`src/rtl/sprite_motion_ctrl.sv`:
```
// Maze sprite movement engine: persistent motion, queued turn, tunnel wrap, animation frame.
// Latency: 1 cycle from an accepted move_tick. No backpressure; freeze holds all state.
module sprite_motion_ctrl #(
    parameter int POS_W       = 10,
    parameter int STEP        = 2,
    parameter int X_INIT      = 360,
    parameter int Y_INIT      = 154,
    parameter int X_MIN       = 150,
    parameter int X_MAX       = 600,
    parameter int ANIM_DIV    = 4,
    parameter int ANIM_FRAMES = 4
) (
    input  logic                           clk,
    input  logic                           rst_n,
    input  logic                           move_tick,
    input  logic                           freeze,
    input  logic                           req_r,
    input  logic                           req_l,
    input  logic                           req_u,
    input  logic                           req_d,
    input  logic [3:0]                     leg,
    output logic [POS_W-1:0]               pos_x,
    output logic [POS_W-1:0]               pos_y,
    output logic [1:0]                     dir,
    output logic                           moving,
    output logic                           facing_left,
    output logic [$clog2(ANIM_FRAMES)-1:0] anim_frame,
    output logic                           wrap_pulse
);

    localparam int AW = $clog2(ANIM_FRAMES);
    localparam int CW = (ANIM_DIV > 1) ? $clog2(ANIM_DIV) : 1;

    localparam logic [1:0] IDLE    = 2'd0;
    localparam logic [1:0] MOVING  = 2'd1;
    localparam logic [1:0] BLOCKED = 2'd2;

    localparam logic [1:0] D_R = 2'd0;
    localparam logic [1:0] D_L = 2'd1;
    localparam logic [1:0] D_U = 2'd2;

    localparam logic [POS_W:0]   STEP_E  = (POS_W+1)'(STEP);
    localparam logic [POS_W:0]   XMIN_E  = (POS_W+1)'(X_MIN);
    localparam logic [POS_W:0]   XMAX_E  = (POS_W+1)'(X_MAX);
    localparam logic [POS_W-1:0] STEP_P  = POS_W'(STEP);
    localparam logic [POS_W-1:0] XMIN_P  = POS_W'(X_MIN);
    localparam logic [POS_W-1:0] XMAX_P  = POS_W'(X_MAX);
    localparam logic [CW-1:0]    CNT_TOP = CW'(ANIM_DIV - 1);
    localparam logic [AW-1:0]    FRM_TOP = AW'(ANIM_FRAMES - 1);

    logic [1:0]       state;
    logic             pend_valid;
    logic [1:0]       pend_dir;
    logic [CW-1:0]    anim_cnt;

    logic             tick;
    logic             any_req;
    logic [1:0]       req_dir;
    logic [1:0]       pend_dir_c;
    logic             pend_valid_c;
    logic             take_turn;
    logic [1:0]       dir_c;
    logic             go;
    logic [POS_W:0]   x_ext;
    logic [POS_W-1:0] next_x;
    logic [POS_W-1:0] next_y;
    logic             wrap_c;

    always_comb begin
        tick    = move_tick & ~freeze;
        any_req = req_r | req_l | req_u | req_d;
        if (req_r)      req_dir = 2'd0;
        else if (req_l) req_dir = 2'd1;
        else if (req_u) req_dir = 2'd2;
        else            req_dir = 2'd3;

        pend_dir_c   = any_req ? req_dir : pend_dir;
        pend_valid_c = any_req | pend_valid;
        take_turn    = pend_valid_c & leg[pend_dir_c];
        dir_c        = take_turn ? pend_dir_c : dir;
        // In IDLE a taken turn is by construction legal, so it also steps.
        go           = (state == IDLE) ? take_turn : leg[dir_c];
    end

    // Wrap tests use one extra bit so x - STEP near zero cannot alias.
    always_comb begin
        x_ext  = {1'b0, pos_x};
        next_x = pos_x;
        next_y = pos_y;
        wrap_c = 1'b0;
        case (dir_c)
            D_R: begin
                if (x_ext + STEP_E > XMAX_E) begin
                    next_x = XMIN_P;
                    wrap_c = 1'b1;
                end else begin
                    next_x = pos_x + STEP_P;
                end
            end
            D_L: begin
                if (x_ext < XMIN_E + STEP_E) begin
                    next_x = XMAX_P;
                    wrap_c = 1'b1;
                end else begin
                    next_x = pos_x - STEP_P;
                end
            end
            D_U:     next_y = pos_y - STEP_P;
            default: next_y = pos_y + STEP_P;
        endcase
    end

    always_ff @(posedge clk or negedge rst_n) begin
        if (!rst_n) begin
            pos_x       <= POS_W'(X_INIT);
            pos_y       <= POS_W'(Y_INIT);
            dir         <= D_R;
            moving      <= 1'b0;
            facing_left <= 1'b0;
            anim_frame  <= '0;
            wrap_pulse  <= 1'b0;
            state       <= IDLE;
            pend_valid  <= 1'b0;
            pend_dir    <= 2'd0;
            anim_cnt    <= '0;
        end else if (tick) begin
            pend_dir   <= pend_dir_c;
            pend_valid <= pend_valid_c & ~take_turn;
            dir        <= dir_c;
            if (take_turn && dir_c == D_L) facing_left <= 1'b1;
            if (take_turn && dir_c == D_R) facing_left <= 1'b0;
            moving     <= go;
            wrap_pulse <= go & wrap_c;
            if (go) begin
                pos_x <= next_x;
                pos_y <= next_y;
                state <= MOVING;
                if (anim_cnt == CNT_TOP) begin
                    anim_cnt   <= '0;
                    anim_frame <= (anim_frame == FRM_TOP) ? '0 : anim_frame + 1'b1;
                end else begin
                    anim_cnt <= anim_cnt + 1'b1;
                end
            end else if (state == MOVING) begin
                state <= BLOCKED;
            end
        end else begin
            wrap_pulse <= 1'b0;
        end
    end

endmodule

```
`config.mk`:
```
export PLATFORM = sky130hd
export DESIGN_NAME = sprite_motion_ctrl
export DESIGN_NICKNAME = d
export VERILOG_FILES = /design/src/rtl/sprite_motion_ctrl.sv
export SDC_FILE = /design/constraint.sdc
export NUM_CORES = 1
export LEC_CHECK = 0
export ABC_AREA = 1
export ABC_CLOCK_PERIOD_IN_PS = 3000
export CAP_MARGIN = 25
export CORE_ASPECT_RATIO = 1.4
export CORE_MARGIN = 5
export CORE_UTILIZATION = 45
export DETAILED_ROUTE_END_ITERATION = 8
export PLACE_DENSITY = 0.69
export SYNTH_ARGS = -nofsm -noshare
export SYNTH_HDL_FRONTEND = slang
export SYNTH_SLANG_ARGS = --single-unit
export TNS_END_PERCENT = 50
```
`constraint.sdc`:
```
create_clock -name clk -period 3 [get_ports clk]
set_clock_uncertainty 0.05 [all_clocks]
set_input_delay 0.6 -clock clk [delete_from_list [all_inputs] [get_ports clk]]
set_output_delay 0.6 -clock clk [all_outputs]
set_load 0.05 [all_outputs]
```
# Word-level counts from Yosys, hierarchy flattened
# Cells that the tools add are included.
dict set report word_totals {
  register_bits 34
  inputBits 12
  output_inout_bits 27
  word_cells 76
}
dict set report op_classes {
  add_sub_neg 7
  magnitude_cmp 4
  n_eq_ne 5
  n_mux 24
  bitwise 11
  n_reduce_logical 14
}
# cell count
set ops {}
lappend ops {{$pmux W10 S2} 2}
lappend ops {{$add A10 B2 Y10 const B} 2}
lappend ops {{$mux W10} 2}
lappend ops {{$sub A10 B2 Y10 const B} 2}
lappend ops {{$mux W2} 8}
lappend ops {{$add A10 B2 Y11 const B} 1}
lappend ops {{$gt A11 B10 Y1 const B} 1}
lappend ops {{$lt A10 B8 Y1 const B} 1}
lappend ops {{$mux W1} 9}
lappend ops {{$reduce_and A3 Y1} 3}
lappend ops {{$eq A2 B2 Y1 const B} 3}
lappend ops {{$lt A2 B3 Y1 const B} 2}
lappend ops {{$reduce_and A2 Y1} 3}
lappend ops {{$reduce_bool A2 Y1} 3}
lappend ops {{$add A2 B1 Y2 const B} 2}
lappend ops {{$and A1 B1 Y1} 4}
lappend ops {{$bmux W1 S2} 2}
lappend ops {{$eq A2 B1 Y1 const B} 2}
lappend ops {{$logic_not A2 Y1} 2}
lappend ops {{$or A1 B1 Y1} 4}
lappend ops {{$not A1 Y1} 3}
lappend ops {{$logic_and A1 B1 Y1} 2}
lappend ops {{$pmux W1 S2} 1}
lappend ops {{$reduce_or A2 Y1} 1}

# Logic depth before layout (Yosys ltp)
dict set report depth {
  word_depth 13
  mapped_depth 23
  mapped_depth_nobuf 22
}

# Worst setup path before layout
# Ideal clock, no wire load.
dict set report synth_path {
  path_type {input to register}
  start {input req_u}
  end {register pos_y[9]}
  arrival_ns 2.400
  required_ns 2.832
  path_slack_ns 0.432
  stages 22
  n_path_buf 1
  cell_sequence {nor2_4 > nand2_1 > nand2_1 > inv_1 > nand3_1 > nand3_2 > nand2_1 > nand2_2 > buf_6 > nand2_8 > nand2_1 > nand2_1 > inv_1 > ha_1 > inv_1 > nand2_1 > nand3_1 > nand2_1 > nand2_1 > nand3_1 > nand3_1 > nand2_1}
}
dict set report synth_between {
  elab_chain_len 12
  word_cells_on_any_way 21
  cone_classes {eq/ne (2); mux (11); bitwise (5); reduce/logical (3)}
}
# element line
set synth_lines {}
lappend synth_lines {{start: declaration} 19} ;# input logic req_u,
lappend synth_lines {{$mux W1} 74} ;# else if (req_u) req_dir = 2'd2;
lappend synth_lines {{$mux W2} 73} ;# else if (req_l) req_dir = 2'd1;
lappend synth_lines {{$mux W2} 72} ;# if (req_r) req_dir = 2'd0;
lappend synth_lines {{$mux W2} 77} ;# pend_dir_c = any_req ? req_dir : pend_dir;
lappend synth_lines {{$bmux W1 S2} 79} ;# take_turn = pend_valid_c & leg[pend_dir_c];
lappend synth_lines {{$mux W1 (implied by the code)} 79}
lappend synth_lines {{$and A1 B1 Y1} 79}
lappend synth_lines {{$mux W2} 80} ;# dir_c = take_turn ? pend_dir_c : dir;
lappend synth_lines {{$bmux W1 S2 (tied with other cells)} 82} ;# go = (state == IDLE) ? take_turn : leg[dir_c];
lappend synth_lines {{$mux W1 (implied by the code) / $reduce_or A2 Y1 (equally long branches)} -}
lappend synth_lines {{$mux W1 / $not A1 Y1 (equally long branches)} -}
lappend synth_lines {{$reduce_and A3 Y1 (no source line)} -}
lappend synth_lines {{end signal: assignment} 116} ;# pos_y <= POS_W'(Y_INIT);
lappend synth_lines {{end signal: assignment} 136} ;# pos_y <= next_y;
lappend synth_lines {{end: declaration} 23} ;# output logic [POS_W-1:0] pos_y,
# Several ways; a longest one is shown, not always the timed one. The select of a mux whose other input is x is not followed.
# A chain may end at the register's enable or synchronous reset.

# Worst setup path after layout
dict set report layout_path {
  start {input req_d}
  end {register anim_frame[0]}
}
dict set report layout_between {
  elab_chain_len 10
  word_cells_on_any_way 11
  cone_classes {mux (7); bitwise (3); reduce/logical (1)}
}
# element line
set layout_lines {}
lappend layout_lines {{start: declaration} 20} ;# input logic req_d,
lappend layout_lines {{$or A1 B1 Y1 *} 71} ;# any_req = req_r | req_l | req_u | req_d;
lappend layout_lines {{$mux W2} 77}
lappend layout_lines {{$bmux W1 S2} 79}
lappend layout_lines {{$mux W1 (implied by the code)} 79}
lappend layout_lines {{$and A1 B1 Y1} 79}
lappend layout_lines {{$mux W2} 80}
lappend layout_lines {{$bmux W1 S2} 82}
lappend layout_lines {{$mux W1 (implied by the code)} 82}
lappend layout_lines {{$mux W1 *} 82}
lappend layout_lines {{$reduce_and A3 Y1 (no source line) *} -}
lappend layout_lines {{end signal: assignment} 140} ;# anim_frame <= (anim_frame == FRM_TOP) ? '0 : anim_frame + 1'b1;
lappend layout_lines {{end: declaration} 27} ;# output logic [$clog2(ANIM_FRAMES)-1:0] anim_frame,
# Every way passes the cells marked *; elsewhere a longest branch is shown, timed or not. The select of a mux whose other input is x is not followed.

==> impl_metrics.toml <==
[power]
intPower_mw = 1.50
p_leak_nw = 1.61
clkPwrFrac_pct = 11.3
power_mw = 3.07
p_sw_mw = 1.57
swShare_pct = 51.1
ir_drop_uv = 712
combPwrFrac_pct = 61.5
powerDensity_mw_per_mm2 = 959
pwr-share-seq_pct = 27.3

[grt]
grt_use_met2_pct = 31.7
grt_busiest_layer = "met2"
grtUsageTotal_pct = 17.1
grt.overflow.total = 0
antenna_found_initial = 0
use_met1_pct = 19.1
grt_max_degree = 33
grt_pass1_vias = 2321
met3_usage_pct = 3.11
grt_pass1_wl_um = 9890

[logic_synthesis]
ys.flop_type = "dfrtp_1"
synth_edf_count = 0
synth-seq-area-share_pct = 33.4
synth_cells = 340
netlist.area_leader.share_pct = 24.8
avgSynthCellArea_um2 = 7.13
async_flop_share_pct = 100
synth.most_common_cell = "nand2_1"
synth_cell_types = 41
ys.warnings.count = 0
yosysTopAreaCell = "dfrtp_1"
syn_area_mm2 = 0.00242
netlist_top_cells_count = "nand2_1, inv_1, nand3_1"
yosys-top-cells-area = "dfrtp_1, nand2_1, dfstp_2"
ys_seq_elements = 32

[timing]
drv_slew = 0
slew_headroom_pct = 66.6
worstMarginPinSlew_ns = 0.500
setup_viol = 0
layout_min_cycle_time_ns = 2.83
holdWs_ns = 0.436
setup_ws_ns = 0.169
finalHoldViolCount = 0
finalCritPeriodShare_pct = 94.4
fmax_ghz = 0.353
fin_tns_setup_ns = 0

[die]
start_util_pct = 46.7
die_w_um = 72.0
die_h_um = 96.9
rows = 31
dieArea_mm2 = 0.00698
io_pins = 39
core-area_mm2 = 0.00520

[status]
run_status = "finished, final reports clean"

[final_layout]
syn_to_final_growth_pct = 31.9
final_area_mm2 = 0.00320
num_antenna_cells = 0
num-nets-final = 427
drive_above_1_share_pct = 18.2

[routing]
vias = 2412
drc = 0
ant_nets = 0
dr.pass1.iters = 5
wl_um = 5650
avgRoutedWirePerCell_um = 11.9
drt_iter0_drc = 69
via_per_inst = 5.06

[setup_path]
r2r_start = "pos_x[1]$_DFFE_PN0P_"
cp.arrival_ns = 2.95
crit_chain = "clkdlybuf4s50_1, nor2_4, nand3_4, nand2_4, nand2_1, nand3_1, nand3_2, nand2_1, nand2_4, buf_4, buf_4, o211ai_2, nand3_1, nand2_2, nand2_4, buf_4, o21ai_0, nand2_1"
cp-end-kind = "register"
cp_slowest_cell = "clkdlybuf4s50_1"
path_class = "in -> reg"
start_kind = "input pin"
cp_top_family = "simple AND/OR/NAND/NOR gates"
critical_path.max_stage_delay_ns = 0.44
r2r_end = "pos_x[8]$_DFFE_PN1P_"
crit_buf_inv = 4
path_max_fanout = 7
worst-endpoint-required_ns = 3.12
reg2regPathDepth = 13
ff2ff_setup_slack_ns = 0.60

[clock_network]
clk_path_buf_depth = 2
cts_tree = "yes"
cts_sinks = 32
clockRootBuffer = "clkbuf_8"
htreeDepth = 2
cts_buffers = 5
clk_latency_ns = 0.28
clk_pin_slew_ns = 0.07

[hold_path]
hp-class = "reg -> reg"
hold_depth = 2
hold-path-endpoint = "pend_dir[0]$_DFFE_PN0P_"
holdCritStartpoint = "pend_dir[0]$_DFFE_PN0P_"

[placed_design]
portBuffers = 36
gp_congestion = 0.843
dpl.hpwl_um = 4470
dpl_cell_area_mm2 = 0.00303
pre_cts_slack_ns = -0.268

[job]
drv_cap = 0
==> worst max-delay path by stage <==
stage	end	startpoint	slack, ns	depth (start not counted)
6_report	anim_frame[0]$_DFFE_PN0P_	req_d	0.17	18
5_1_grt	pos_y[9]$_DFFE_PN0P_	req_d	-0.003	22
4_1_cts	pos_y[9]$_DFFE_PN0P_	req_u	0.02	22
3_5_place_dp	pos_y[9]$_DFFE_PN0P_	req_u	-0.27	22
3_3_place_gp	pos_y[9]$_DFFE_PN0P_	req_l	-0.20	21
2_1_floorplan	pos_y[9]$_DFFE_PN0P_	req_u	0.43	22
==> per-layer routing <==
metal / vias up / routed length, um
met5: - / 0
met1: 1135 / 2290
li1: 1227 / -
met3: 9 / 155
met4: 0 / 75
met2: 41 / 3130
==> tightest hold or removal path, cell delays in order (launching register included) <==
cell	delay (ns)
dfrtp_1	0.34
nand2_1	0.05
o21ai_0	0.06
==> state kept, by name, summed over array words and instances, names as in the netlist <==
signal,cells
wrap_pulse,1
anim_cnt,2
facing_left,1
pend_dir,2
pend_valid,1
pos_x,9
dir,2
pos_y,9
anim_frame,2
moving,1
state,2
==> repair_timing <==
action,in CTS,in global routing
setup buffers,0,5
setup endpoints to repair,0,26
hold buffers,0,0
resized for setup,0,9
==> power groups by stage <==
stage / sequential, mW / clock, mW / combinational [mW]
3_5_place_dp: 0.844 / 0 / 1.87
3_3_place_gp: 0.842 / 0 / 1.85
4_1_cts: 0.838 / 0.358 / 1.88
6_report: 0.837 / 0.346 / 1.89
2_1_floorplan: 1.28 / 0 / 0.845
5_1_grt: 0.877 / 0.377 / 2.07
==> stage by stage <==
step                      util, %  instances
after floorplan                 -        341
after global placement       58.4        464
after detailed placement     58.4        464
after CTS                    60.2        472
after global routing         61.5        477
final                        61.5        477
==> cells in the final DEF (no fill, tap or decap), types with 3 or more instances in the layout <==
master and n:
buf_4 32, dfstp_2 8, dfrtp_1 24, clkdlybuf4s50_1 33, nand2_2 5, nand2_4 4, nor2_1 20, ha_1 5
nor3_1 4, xor2_1 11, o21ai_0 22, clkbuf_8 6, a21oi_1 9, dlymetal6s2s_1 3, nand2_1 96, o21ai_1 11
nand3_2 4, inv_1 50, nand3_1 31
==> cells by family after synthesis <==
family	after synthesis	synth area share (%)
DFF	32	33.4
buffers and inverters	61	11.7
other	1	0.155
AOI/OAI and AO/OA	56	13.8
adders and majority gates	5	2.58
xor gates and xnor gates	13	4.70
and+or+nand+nor	172	33.6
==> final cells by class <==
| cell class | instances | area, um^2 |
|---|---|---|
| Fill cell | 482 | 2000 |
| Multi-Input combinational cell | 248 | 1360 |
| Sequential cell | 32 | 811 |
| Timing Repair Buffer | 70 | 648 |
| Inverter | 53 | 204 |
| Clock buffer | 7 | 86.3 |
| Tap cell | 66 | 82.6 |
| Clock inverter | 1 | 7.51 |
Power figures use the tool's default switching activity.
